## src/rtl/if_fetch_stage.sv

```systemverilog
// ---------------------------------------------------------------------------
// if_fetch_stage
//
// Instruction-fetch stage placed directly in front of the instruction ROM.
// It owns the program counter, drives the ROM chip enable and address, and
// latches the ROM's combinational instruction word into the IF/ID pipeline
// register. It also handles stall, flush and branch redirect requests.
//
// Ports:
//   clk            system clock, all state updates on the rising edge
//   rst            synchronous active-high reset
//   stall          hold PC and IF/ID register (downstream back-pressure)
//   flush          squash IF/ID contents and refetch the current PC
//   branch_en      one-cycle redirect request
//   branch_target  redirect address
//   rom_ce         ROM chip enable (registered)
//   rom_addr       ROM byte address, always equal to the PC
//   rom_inst       instruction word from the ROM for rom_addr
//   id_pc          PC of the instruction held in IF/ID
//   id_inst        instruction held in IF/ID
//   id_valid       IF/ID holds a real instruction
//   id_misalign    (IF_MISALIGN_TRAP_EN only) IF/ID entry is a misaligned
//                  fetch that the decode stage must trap on
//
// Build option:
//   IF_MISALIGN_TRAP_EN  when defined, misaligned branch targets are kept
//                        and reported through id_misalign; when undefined,
//                        the low two bits of a branch target are cleared.
// ---------------------------------------------------------------------------
module if_fetch_stage #(
    parameter int               ADDR_W   = 32,
    parameter int               INST_W   = 32,
    parameter logic [ADDR_W-1:0] RESET_PC = '0
) (
    input  logic              clk,
    input  logic              rst,
    input  logic              stall,
    input  logic              flush,
    input  logic              branch_en,
    input  logic [ADDR_W-1:0] branch_target,
    output logic              rom_ce,
    output logic [ADDR_W-1:0] rom_addr,
    input  logic [INST_W-1:0] rom_inst,
    output logic [ADDR_W-1:0] id_pc,
    output logic [INST_W-1:0] id_inst,
`ifdef IF_MISALIGN_TRAP_EN
    output logic              id_misalign,
`endif
    output logic              id_valid
);

    typedef enum logic {
        BOOT,
        FETCH
    } state_t;

    state_t            state;
    state_t            state_next;
    logic [ADDR_W-1:0] pc;
    logic [ADDR_W-1:0] pc_next;
    logic [ADDR_W-1:0] branch_load;
    logic              rom_ce_next;
    logic [ADDR_W-1:0] id_pc_next;
    logic [INST_W-1:0] id_inst_next;
    logic              id_valid_next;
    logic              misalign_next;
    logic              misalign_q;

    assign rom_addr = pc;

    // Address actually loaded into the PC on a redirect. Without the trap
    // option the target is forced to a word boundary.
`ifdef IF_MISALIGN_TRAP_EN
    assign branch_load = branch_target;
    assign id_misalign = misalign_q;
`else
    assign branch_load = branch_target & ~ADDR_W'(3);
`endif

    // Next-state and next-register computation. BOOT spends one cycle
    // turning the ROM on; only a redirect is honoured there because the
    // IF/ID register is already empty.
    always_comb begin
        state_next    = state;
        pc_next       = pc;
        rom_ce_next   = rom_ce;
        id_pc_next    = id_pc;
        id_inst_next  = id_inst;
        id_valid_next = id_valid;
        misalign_next = misalign_q;
        case (state)
            BOOT: begin
                rom_ce_next = 1'b1;
                state_next  = FETCH;
                if (branch_en) begin
                    pc_next = branch_load;
                end
            end
            FETCH: begin
                if (branch_en || flush) begin
                    if (branch_en) begin
                        pc_next = branch_load;
                    end
                    id_pc_next    = '0;
                    id_inst_next  = '0;
                    id_valid_next = 1'b0;
                    misalign_next = 1'b0;
                end else if (!stall) begin
                    id_pc_next    = pc;
                    id_inst_next  = rom_inst;
                    id_valid_next = 1'b1;
                    misalign_next = 1'b0;
`ifdef IF_MISALIGN_TRAP_EN
                    // A misaligned PC yields a trap marker instead of the
                    // ROM word so decode can raise the exception.
                    if (pc[1:0] != 2'b00) begin
                        id_inst_next  = '0;
                        misalign_next = 1'b1;
                    end
`endif
                    pc_next = pc + ADDR_W'(4);
                end
            end
        endcase
    end

    // State register with synchronous reset taking priority over everything.
    always_ff @(posedge clk) begin
        if (rst) begin
            state      <= BOOT;
            pc         <= RESET_PC;
            rom_ce     <= 1'b0;
            id_pc      <= '0;
            id_inst    <= '0;
            id_valid   <= 1'b0;
            misalign_q <= 1'b0;
        end else begin
            state      <= state_next;
            pc         <= pc_next;
            rom_ce     <= rom_ce_next;
            id_pc      <= id_pc_next;
            id_inst    <= id_inst_next;
            id_valid   <= id_valid_next;
            misalign_q <= misalign_next;
        end
    end

`ifndef IF_MISALIGN_TRAP_EN
    // Trap flag is never set without the option; keep it tied off.
    logic unused_misalign;
    assign unused_misalign = misalign_q;
`endif

endmodule

```

## config.mk

```make
export PLATFORM = sky130hd
export DESIGN_NAME = if_fetch_stage
export DESIGN_NICKNAME = d
export VERILOG_FILES = /design/src/rtl/if_fetch_stage.sv
export SDC_FILE = /design/constraint.sdc
export NUM_CORES = 1
export LEC_CHECK = 0
export CORE_MARGIN = 4
export CORE_UTILIZATION = 44
export DETAILED_ROUTE_END_ITERATION = 10
export GPL_TIMING_DRIVEN = 0
export PLACE_DENSITY = 0.83
export SKIP_LAST_GASP = 1
export SLEW_MARGIN = 20
export SYNTH_ARGS = -nofsm -noshare
export SYNTH_HDL_FRONTEND = slang
export SYNTH_SLANG_ARGS = --single-unit
```

## constraint.sdc

```tcl
create_clock -name clk -period 2.9 [get_ports clk]
set_clock_uncertainty 0.15 [all_clocks]
set_input_delay 0.87 -clock clk [delete_from_list [all_inputs] [get_ports clk]]
set_output_delay 0.87 -clock clk [all_outputs]
set_load 0.05 [all_outputs]
```

Word-level counts from Yosys, hierarchy flattened
Index checks and enable logic that the tools add are counted.

operators by class
  bitwise logic cells = 1
  reductions and logical operators = 2
  equal/unequal tests = 2
  muxes and demuxes = 11
  $add $sub $neg = 1

operator list
  kind                                            count
  two-way mux 32 bit                              7
  case mux 32 bit (2 select lines)                1
  adder 32 x 3 -> 32 bit (second input constant)  1
  two-way mux 1 bit                               3
  != test 3 x 2 -> 1 bit (second input constant)  1
  != test 2 x 1 -> 1 bit (second input constant)  1
  AND reduction 2 bit                             1
  logical OR 1 bit                                1
  inverter 1 bit                                  1

word-level totals
  output and inout port bits = 98
  register bits = 99

Depth between registers and ports, before layout
Gate-level depths: netlist (run 1).

  depth after elaboration = 4
  mapped depth = 7
  mapped depth without buffers = 6

Worst setup path after synthesis (run 1)
Ideal clock, no wire load.

  path kind = register -> register
  start = reg pc[2] (netlist: rom_addr[2])
  end = reg pc[20] (netlist: rom_addr[20])
  setup slack = 407 ps
  data arrival time = 2240 ps
  stages on the path, launching flop included = 8
  path buffers = 1
  cell sequence = dfxtp_1 -> ha_1 -> nand3_1 -> or4_1 -> buf_2 -> o21ai_1 -> o31ai_1 -> a2111oi_2

on the way
  cells in the longest elaborated chain, start to end = 4

ends and longest elaborated chain
  what                              RTL line  source
  from (decl)                       59        logic [ADDR_W-1:0] pc;
  from (signal assigned)            139       pc <= pc_next;
  adder 32 x 3 -> 32 bit            121       pc_next = pc + ADDR_W'(4);
  two-way mux 32 bit                108       end else if (!stall) begin
  two-way mux 32 bit                100       if (branch_en || flush) begin
  case mux 32 bit (2 select lines)  91        case (state)

No other way between the ends. The select of a mux whose other input is x is not followed.
A chain may end at the register's enable or synchronous reset.

Worst setup path after layout (run 1)
  start = in branch_en
  end = reg pc[7] (netlist: rom_addr[7])

on the way
  cells in the longest elaborated chain, start to end = 3
  elaborated cells between the ends (all ways) = 5
  classes of those cells = eq/ne: 1; mux: 3; reduce/logical: 1

ends and longest elaborated chain
  what                                                           RTL line  source
  from (decl)                                                    39        input logic branch_en,
  two-way mux 32 bit / logical OR 1 bit (equally long branches)  -
  two-way mux 32 bit                                             100
  case mux 32 bit (2 select lines)                               91

Parallel ways exist; a longest one is shown, timed or not.

==> impl_metrics.toml, run 1 <==
[floorplan]
coreArea_mm2 = 0.009328
ios = 167
die_w_um = 106.3
chipHeight_um = 106.3
start_util = 0.4557
rows = 35
die-area_mm2 = 0.01130

[sta]
relSlewSlack = 0.3842
worst_pin_slew_ns = 0.9153
slew_violations = 0
period_needed_ns = 2.881
holdWs_ns = 0.3046
period_share = 0.9935
max_freq_mhz = 347.1
hold_viol_final = 0
fin_tns_setup_ns = 0
setup_viol = 0

[global_routing]
overflow = 0
antenna_found_initial = 0
grt_pass1_vias = 4740
grt_pass1_wl_um = 25060
grt_max_degree = 18
track_usage = 0.2793

[layout]
layout_common_cells = "162 x clkdlybuf4s50_1, 99 x dfxtp_1, 79 x nor2_1"
final_layout_size_suffix_gt1_frac = 0.05812
finalInstanceArea_mm2 = 0.006235
final_common_cell = "clkdlybuf4s50_1"
fin_cells = 800
syn_to_final_growth_pct = 46.69
final_util = 0.6684
diodes = 0
nets = 736

[power_and_ir_drop]
p_int_uw = 1944
p_leak_uw = 0.002128
switching_power_uw = 911.2
ir_worst_vdd_mv = 0.3365
power_density_mw_per_mm2 = 457.9
p_comb_frac = 0.194
seqPwrFrac = 0.514
switching_share = 0.3192
p_clk_frac = 0.292

[hold_path]
min_from = "rom_ce"
hold_end = "rom_ce"
holdPathStages = 2
hp-class = "register to register"

[clock_network]
ctsHoldBuffers = 0
cts_tree = "built"
postCtsSetupBuffers = 0
root_buffer = "clkbuf_8"
clock_latency_ns = 0.36
clockBufferDepth = 2
cts_sinks = 99
clk_pin_slew_ns = 0.10
cts_max_level = 3
numCtsBuffers = 9

[setup_path]
crit_chain = "clkdlybuf4s50_1 -> clkbuf_8 -> clkbuf_1 -> nor2_1 -> a21oi_1 -> nor2_1 -> nor3_1"
cp_data_required_time_ns = 3.03
critical_path_class = "primary input to register"
rrSetupSlack_ns = 0.38
worstReg2RegEnd = "rom_addr[18]"
arrival_ns = 3.01
path_common_cell = "nor2_1"
rr_startpoint = "rom_addr[2]"
crit_path_max_incr_delay_ns = 0.68
end_kind = "register"
crit_fanout = 10
cp-start-kind = "primary input"
r2r_cells = 6
cpMaxStageDelayCell = "clkdlybuf4s50_1"

[route]
detail-route-antenna-nets = 0
wl_um = 16070
wire_per_inst_um = 20.08
drt_iter0_drc = 398
vias = 4639
vias_per_cell = 5.799
dr.pass1.iters = 6
drc_errors = 0

[logic_synthesis]
synth_ff_type = "dfxtp_1"
ys_ff_latch = 99
syn_area_per_cell_um2 = 8.621
syn-num-nets = 563
yosysWarnings = 0
synth_seq_area_share = 0.4663
synth_edf_count = 0
synthArstFlopShare = 0
synth_area_mm2 = 0.004250
synthDistinctLibCells = 54
synth_cells = 493

[placed_design]
place_congestion = 0.9563
port_buffers = 162
hpwl_um = 11860
dp_cells = 784
place_area_mm2 = 0.006033

[outcome]
status = "completed"

[job]
drv_cap = 0
## logic make-up (layout without fill, tap and decap cells)
family,count (synthesis),count (layout),synth area share
buf+inv,45,223,0.04357
mux,5,5,0.01207
flops,99,99,0.4663
simple gates,188,188,0.2167
xor+xnor,8,8,0.01649
compound gates,147,147,0.2420
fa+ha+maj,1,1,0.002943
## timing repair
| action | 4_1_cts | 5_1_grt |
|---|---|---|
| setup endpoints to repair | 70 | 11 |
| gates cloned | 0 | 0 |
| resized for setup | 3 | 5 |
## cell type report
| cell class | count | area [um^2] |
|---|---|---|
| inverters | 7 | 26.28 |
| clock inverters | 6 | 48.80 |
| clock buffers | 10 | 127.6 |
| plain buffers | 38 | 162.7 |
| flip-flops and latches | 99 | 1982 |
| repair buffers | 162 | 1622 |
| fillers | 816 | 3093 |
| multi-input cells | 349 | 2105 |
| well taps | 129 | 161.4 |
## through the flow
step	setup slack, ns	power, uW
finish	0.01877	2855
floorplan	0.4066	1787
global route	-0.003746	2952
detailed placement	-0.8033	2040
CTS	0.05974	2851
global placement	-0.7765	2030
## synthesized netlist by cell type (all sizes together), types with 7 or more instances
library cell / number / share of area
dfxtp: 99 / 0.47
nor4: 7 / 0.013
a22oi: 64 / 0.11
a211oi: 8 / 0.014
a21oi: 22 / 0.026
nor2: 79 / 0.070
or3: 7 / 0.011
o22ai: 9 / 0.013
and3: 9 / 0.013
nand2: 33 / 0.029
o21ai: 15 / 0.018
buf: 7 / 0.0077
nand3: 10 / 0.012
clkbuf: 31 / 0.030
nand4: 11 / 0.020
nor3: 18 / 0.022
## metal layers
layer / part of all wire / GRT usage
met5: 0 / 0
met3: 0.12 / 0.09897
met1: 0.38 / 0.3330
met4: 0.022 / 0.07216
met2: 0.47 / 0.4774
## how the worst max path moves through the flow
stage / startpoint / to
2_1_floorplan: rom_addr[2] / rom_addr[20]
3_3_place_gp: flush / id_inst[28]
3_5_place_dp: flush / id_pc[30]
4_1_cts: rom_addr[26] / rom_addr[26]
5_1_grt: branch_en / rom_addr[7]
6_report: branch_en / rom_addr[7]
## sequential cells by signal (all words and copies together) (netlist names)
| register | count |
|---|---|
| rom_addr | 32 |
| id_pc | 32 |
| state | 1 |
| id_inst | 32 |
| id_valid | 1 |
| rom_ce | 1 |
## critical path: cells and delay by family
| family | cells | cell delay, ns |
|---|---|---|
| and+or+nand+nor | 3 | 0.52 |
| buffers and inverters | 3 | 1.38 |
| AOI/OAI and AO/OA | 1 | 0.23 |
## power groups by stage
stage	sequential (uW)	combinational (uW)	clock [uW]
3_5_place_dp	1500	545	0
4_1_cts	1470	548	838
6_report	1470	555	832
5_1_grt	1470	584	894
3_3_place_gp	1490	536	0
2_1_floorplan	1620	166	0
No activity file was read; power rests on OpenSTA's default activity.
==> run 2, diff against run 1 <==
==> constraint.sdc (replaced) <==
create_clock -name clk -period 2.9 [get_ports clk]
set_clock_uncertainty 0.15 [all_clocks]
set_input_delay 0.58 -clock clk [delete_from_list [all_inputs] [get_ports clk]]
set_output_delay 0.58 -clock clk [all_outputs]
set_load 0.05 [all_outputs]
==> run 2 against run 1 <==
Net effect: via count decreased by 0.34%; worst setup slack improved by 0.14 ns; register-to-register slack got worse by 0.02 ns; sequential share of layout area increased by 0.096 points; routed wire length decreased by 0.48%; final area decreased by 0.30%; global-route usage unchanged; clock-buffer cell count unchanged; non-clock buffer count unchanged; combinational power about the same; first-iteration DRC count increased by 2.5%; fmax increased by 5.1%; critical path type unchanged; critical endpoint is now id_pc[30]; largest power group unchanged.
==> impl_metrics.toml, run 2 (synthesis gave the netlist of run 1 again) <==
[clock_network]
cts_tree = "built"
ctsHoldBuffers = 0
clockBufferDepth = 2
root_buffer = "clkbuf_8"
postCtsSetupBuffers = 0
cts_max_level = 3
cts_sinks = 99
clk_pin_slew_ns = 0.10
numCtsBuffers = 9
clock_latency_ns = 0.37

[sta]
max_freq_mhz = 364.8
period_needed_ns = 2.741
slew_violations = 0
setup_viol = 0
worst_pin_slew_ns = 0.8824
hold_viol_final = 0
period_share = 0.9453
relSlewSlack = 0.4063
rsz0062_at_grt = "false"

[setup_path]
crit_path_end = "id_pc[30]"
cp_data_required_time_ns = 3.06
rr_startpoint = "rom_addr[2]"
r2r_cells = 6
startpoint = "flush"
end_kind = "register"
rrSetupSlack_ns = 0.36
cpMaxStageDelayCell = "nor4b_2"
crit_path_max_incr_delay_ns = 0.64
arrival_ns = 2.90
worstReg2RegEnd = "rom_addr[18]"
critical_path_class = "primary input to register"
crit_fanout = 10
cp-start-kind = "primary input"
crit_chain = "clkdlybuf4s50_1 -> nor4b_2 -> clkbuf_1 -> buf_2 -> a22oi_1 -> nor2_1"

[layout]
diodes = 0
fin_cells = 800
nets = 736
final_util = 0.6664
final_common_cell = "clkdlybuf4s50_1"
final_layout_size_suffix_gt1_frac = 0.05365
multiInputGateArea_mm2 = 0.002090
n_fill_cell = 815
syn_to_final_growth_pct = 46.25
layout_common_cells = "162 x clkdlybuf4s50_1, 99 x dfxtp_1, 79 x nor2_1"
finalInstanceArea_mm2 = 0.006216
regArea_mm2 = 0.001982

[global_routing]
grt_max_degree = 18
antenna_found_initial = 0
grt_pass1_vias = 4740
grt_pass1_wl_um = 25060
overflow = 0
track_usage = 0.2793

[hold_path]
hp-class = "register to register"

[floorplan]
coreArea_mm2 = 0.009328
die-area_mm2 = 0.01130
ios = 167
rows = 35
start_util = 0.4557
die_w_um = 106.3
chipHeight_um = 106.3

[outcome]
status = "completed"

[route]
wire_per_inst_um = 19.99
drc_errors = 0
vias = 4623
vias_per_cell = 5.779
detail-route-antenna-nets = 0
dr.pass1.iters = 7
drt_iter0_drc = 408
wl_um = 15990

[placed_design]
dp_cells = 784
hpwl_um = 11860
port_buffers = 162
place_congestion = 0.9563
place_area_mm2 = 0.006033

[power_and_ir_drop]
p_leak_uw = 0.002111
power_density_mw_per_mm2 = 458.1
ir_worst_vdd_mv = 0.3302
power_uw = 2848

[job]
drv_cap = 0
## run 2: repair_timing
item / CTS / global route
gates resized for setup: 1 / 0
setup endpoints to repair: 32 / 0
endpoints found under the hold margin: 0 / 0
## run 2: worst min-delay path by stage
| stage | end | cells after the start | slack (ns) | startpoint |
|---|---|---|---|---|
| final | rom_ce | 2 | 0.30 | rom_ce |
| after global routing | id_pc[16] | 2 | 0.34 | id_pc[16] |
| after floorplan | rom_ce | 1 | 0.33 | state |
| after global placement | rom_ce | 2 | 0.29 | rom_ce |
| after detailed placement | rom_ce | 2 | 0.29 | rom_ce |
| after CTS | rom_ce | 2 | 0.31 | rom_ce |
## run 2: cell type report
cell class                      instances  area share
Inverter                                7    0.004227
Buffer                                 38     0.02556
Timing Repair Buffer                  162      0.2609
Clock buffer                           10     0.02053
Clock inverter                          6    0.007850
Multi-Input combinational cell        349      0.3362
Tap cell                              129     0.02597
Sequential cell                        99      0.3188
## run 2: power breakdown
group          switching [uW]  internal [uW]  total [uW]
Sequential               66.1           1400        1470
Clock                     506            322         828
Combinational             333            219         552
## run 2: layer usage
| layer | vias up | global-route usage | share of wire |
|---|---|---|---|
| met4 | 0 | 0.07216 | 0.020 |
| met5 | - | 0 | 0 |
| met3 | 29 | 0.09897 | 0.10 |
| met2 | 250 | 0.4774 | 0.48 |
| met1 | 2186 | 0.3330 | 0.40 |
| li1 | 2158 | - | - |
## run 2: critical path: cells and delay by family
| kind | cells | cell delay (ns) |
|---|---|---|
| simple gates | 2 | 0.76 |
| compound gates | 1 | 0.13 |
| buf+inv | 3 | 1.42 |
## run 2: through the flow
step	setup TNS [ns]	hold slack [ns]	setup slack (ns)
after CTS	0	0.3091	0.1970
final	0	0.3046	0.1586
after detailed placement	-20.95	0.2937	-0.5133
after floorplan	0	0.3308	0.4066
after global routing	0	0.3355	0.05646
after global placement	-21.33	0.2886	-0.4865
==> run 3, diff against run 2 <==
--- a/config.mk
+++ b/config.mk
@@ -5,7 +5,8 @@
 export SDC_FILE = /design/constraint.sdc
 export NUM_CORES = 1
 export LEC_CHECK = 0
-export CORE_MARGIN = 4
+export CORE_ASPECT_RATIO = 1.1
+export CORE_MARGIN = 10
 export CORE_UTILIZATION = 44
 export DETAILED_ROUTE_END_ITERATION = 10
 export GPL_TIMING_DRIVEN = 0
==> run 3 against run 2 <==
Net effect: worst setup slack better by 0.052 ns; critical path type unchanged; sequential power about the same; clock power up 7.7%; largest power group unchanged; first-iteration DRC count down 28%; via count up 1.3%; critical endpoint is now id_inst[28].
==> impl_metrics.toml, run 3 (synthesis gave the netlist of run 1 again) <==
[global_routing]
grt_pass1_wl_um = 26250
track_usage = 0.2358
grt_pass1_vias = 4812
overflow = 0
antenna_found_initial = 0
grt_max_degree = 19

[clock_network]
postCtsSetupBuffers = 0
cts_max_level = 3
numCtsBuffers = 9
cts_resized = 1
clock_latency_ns = 0.38
cts_sinks = 99
clockBufferDepth = 2
clk_pin_slew_ns = 0.11
ctsHoldBuffers = 0
root_buffer = "clkbuf_8"
cts_tree = "built"

[hold_path]
hp-class = "register to register"

[placed_design]
place_congestion = 0.9731
dp_cells = 772
hpwl_um = 12570
port_buffers = 162
pre_cts_slack_ns = -0.5141
place_area_mm2 = 0.006018

[setup_path]
cp_data_required_time_ns = 3.07
critical_path_class = "primary input to register"
cpMaxStageDelayCell = "nor4b_2"
crit_fanout = 10
arrival_ns = 2.86
crit_chain = "clkdlybuf4s50_1 -> nor4b_2 -> clkbuf_1 -> buf_2 -> a22oi_1 -> nor2_1"
crit_path_max_incr_delay_ns = 0.66
end_kind = "register"
cp-start-kind = "primary input"
cp_top_family = "buffers and inverters"
critPathBufInv = 3

[outcome]
status = "completed"

[layout]
diodes = 0
final_common_cell = "clkdlybuf4s50_1"
final_layout_size_suffix_gt1_frac = 0.05663
nets = 736
finalInstanceArea_mm2 = 0.006220
layout_common_cells = "162 x clkdlybuf4s50_1, 99 x dfxtp_1, 79 x nor2_1"
fin_cells = 788
n_fill_cell = 809
syn_to_final_growth_pct = 46.34
final_util = 0.6618

[route]
drt_iter0_drc = 295
dr_wl_met2_um = 7926
wl_um = 16850
drc_errors = 0
wire_per_inst_um = 21.39
top_layer_used = "met4"
detail-route-antenna-nets = 0
dr.pass1.iters = 8
met3_length_um = 2300
wirelength_met1_um = 6214
vias = 4683
vias_per_cell = 5.943

[sta]
hold_viol_final = 0
period_share = 0.9272
worst_pin_slew_ns = 0.9364
slew_violations = 0
final.setup.worst_slack_ns = 0.2110
setup_viol = 0
max_freq_mhz = 371.9
relSlewSlack = 0.3700
fin_tns_setup_ns = 0
rsz0062_at_grt = "false"
period_needed_ns = 2.689

[floorplan]
chipHeight_um = 123.1
rows = 37
start_util = 0.4523
die-area_mm2 = 0.01400
coreArea_mm2 = 0.009398
ios = 167
die_w_um = 113.7

[power_and_ir_drop]
switching_power_uw = 938.5
seqPwrFrac = 0.504
p_leak_uw = 0.002126
ir_worst_vdd_mv = 0.2681
switching_share = 0.3222
p_comb_frac = 0.190
p_int_uw = 1974
power_density_mw_per_mm2 = 468.3
p_clk_frac = 0.306

[job]
drv_cap = 0
[run 3: area by class of cell]
class | count | area [um^2] | share of cell area
tap | 117 | 146.4 | 0.02354
sequential | 99 | 1982 | 0.3186
clock inverter | 6 | 56.30 | 0.009052
clock buffer | 10 | 137.6 | 0.02213
buffer | 38 | 160.2 | 0.02575
timing repair buffer | 162 | 1622 | 0.2607
multi-input combinational | 349 | 2090 | 0.3359
inverter | 7 | 26.28 | 0.004224
[run 3: final timing paths]
kind                                  start      endpoint  slack, ns  depth (start not counted)
worst min register to register       rom_ce        rom_ce       0.31                          2
worst min-delay path                 rom_ce        rom_ce       0.31                          2
worst max register to register  rom_addr[2]  rom_addr[18]       0.39                          6
worst max-delay path              branch_en   id_inst[28]       0.21                          6
[run 3: metrics by stage]
| step | power (uW) | hold slack, ns |
|---|---|---|
| detailed placement | 2044 | 0.2963 |
| finish | 2913 | 0.3143 |
| floorplan | 1787 | 0.3308 |
| CTS | 2917 | 0.3141 |
| global route | 3009 | 0.3443 |
| global placement | 2035 | 0.2866 |
[run 3: power by group through the flow]
stage / logic, uW / registers (uW) / clock network (uW)
finish: 554 / 1470 / 892
global route: 587 / 1470 / 949
CTS: 552 / 1460 / 901
detailed placement: 549 / 1500 / 0
global placement: 541 / 1490 / 0
floorplan: 166 / 1620 / 0
[run 3: tightest hold or removal path, cell delays in order (launching register included)]
cell and delay [ns]:
dfxtp_1 0.33, inv_1 0.05, a21oi_1 0.05
[run 3: metal layers]
| layer | track usage | vias up |
|---|---|---|
| met1 | 0.2560 | 2216 |
| met3 | 0.1172 | 41 |
| li1 | - | 2159 |
| met2 | 0.3943 | 267 |
| met4 | 0.07698 | 0 |
| met5 | 0 | - |
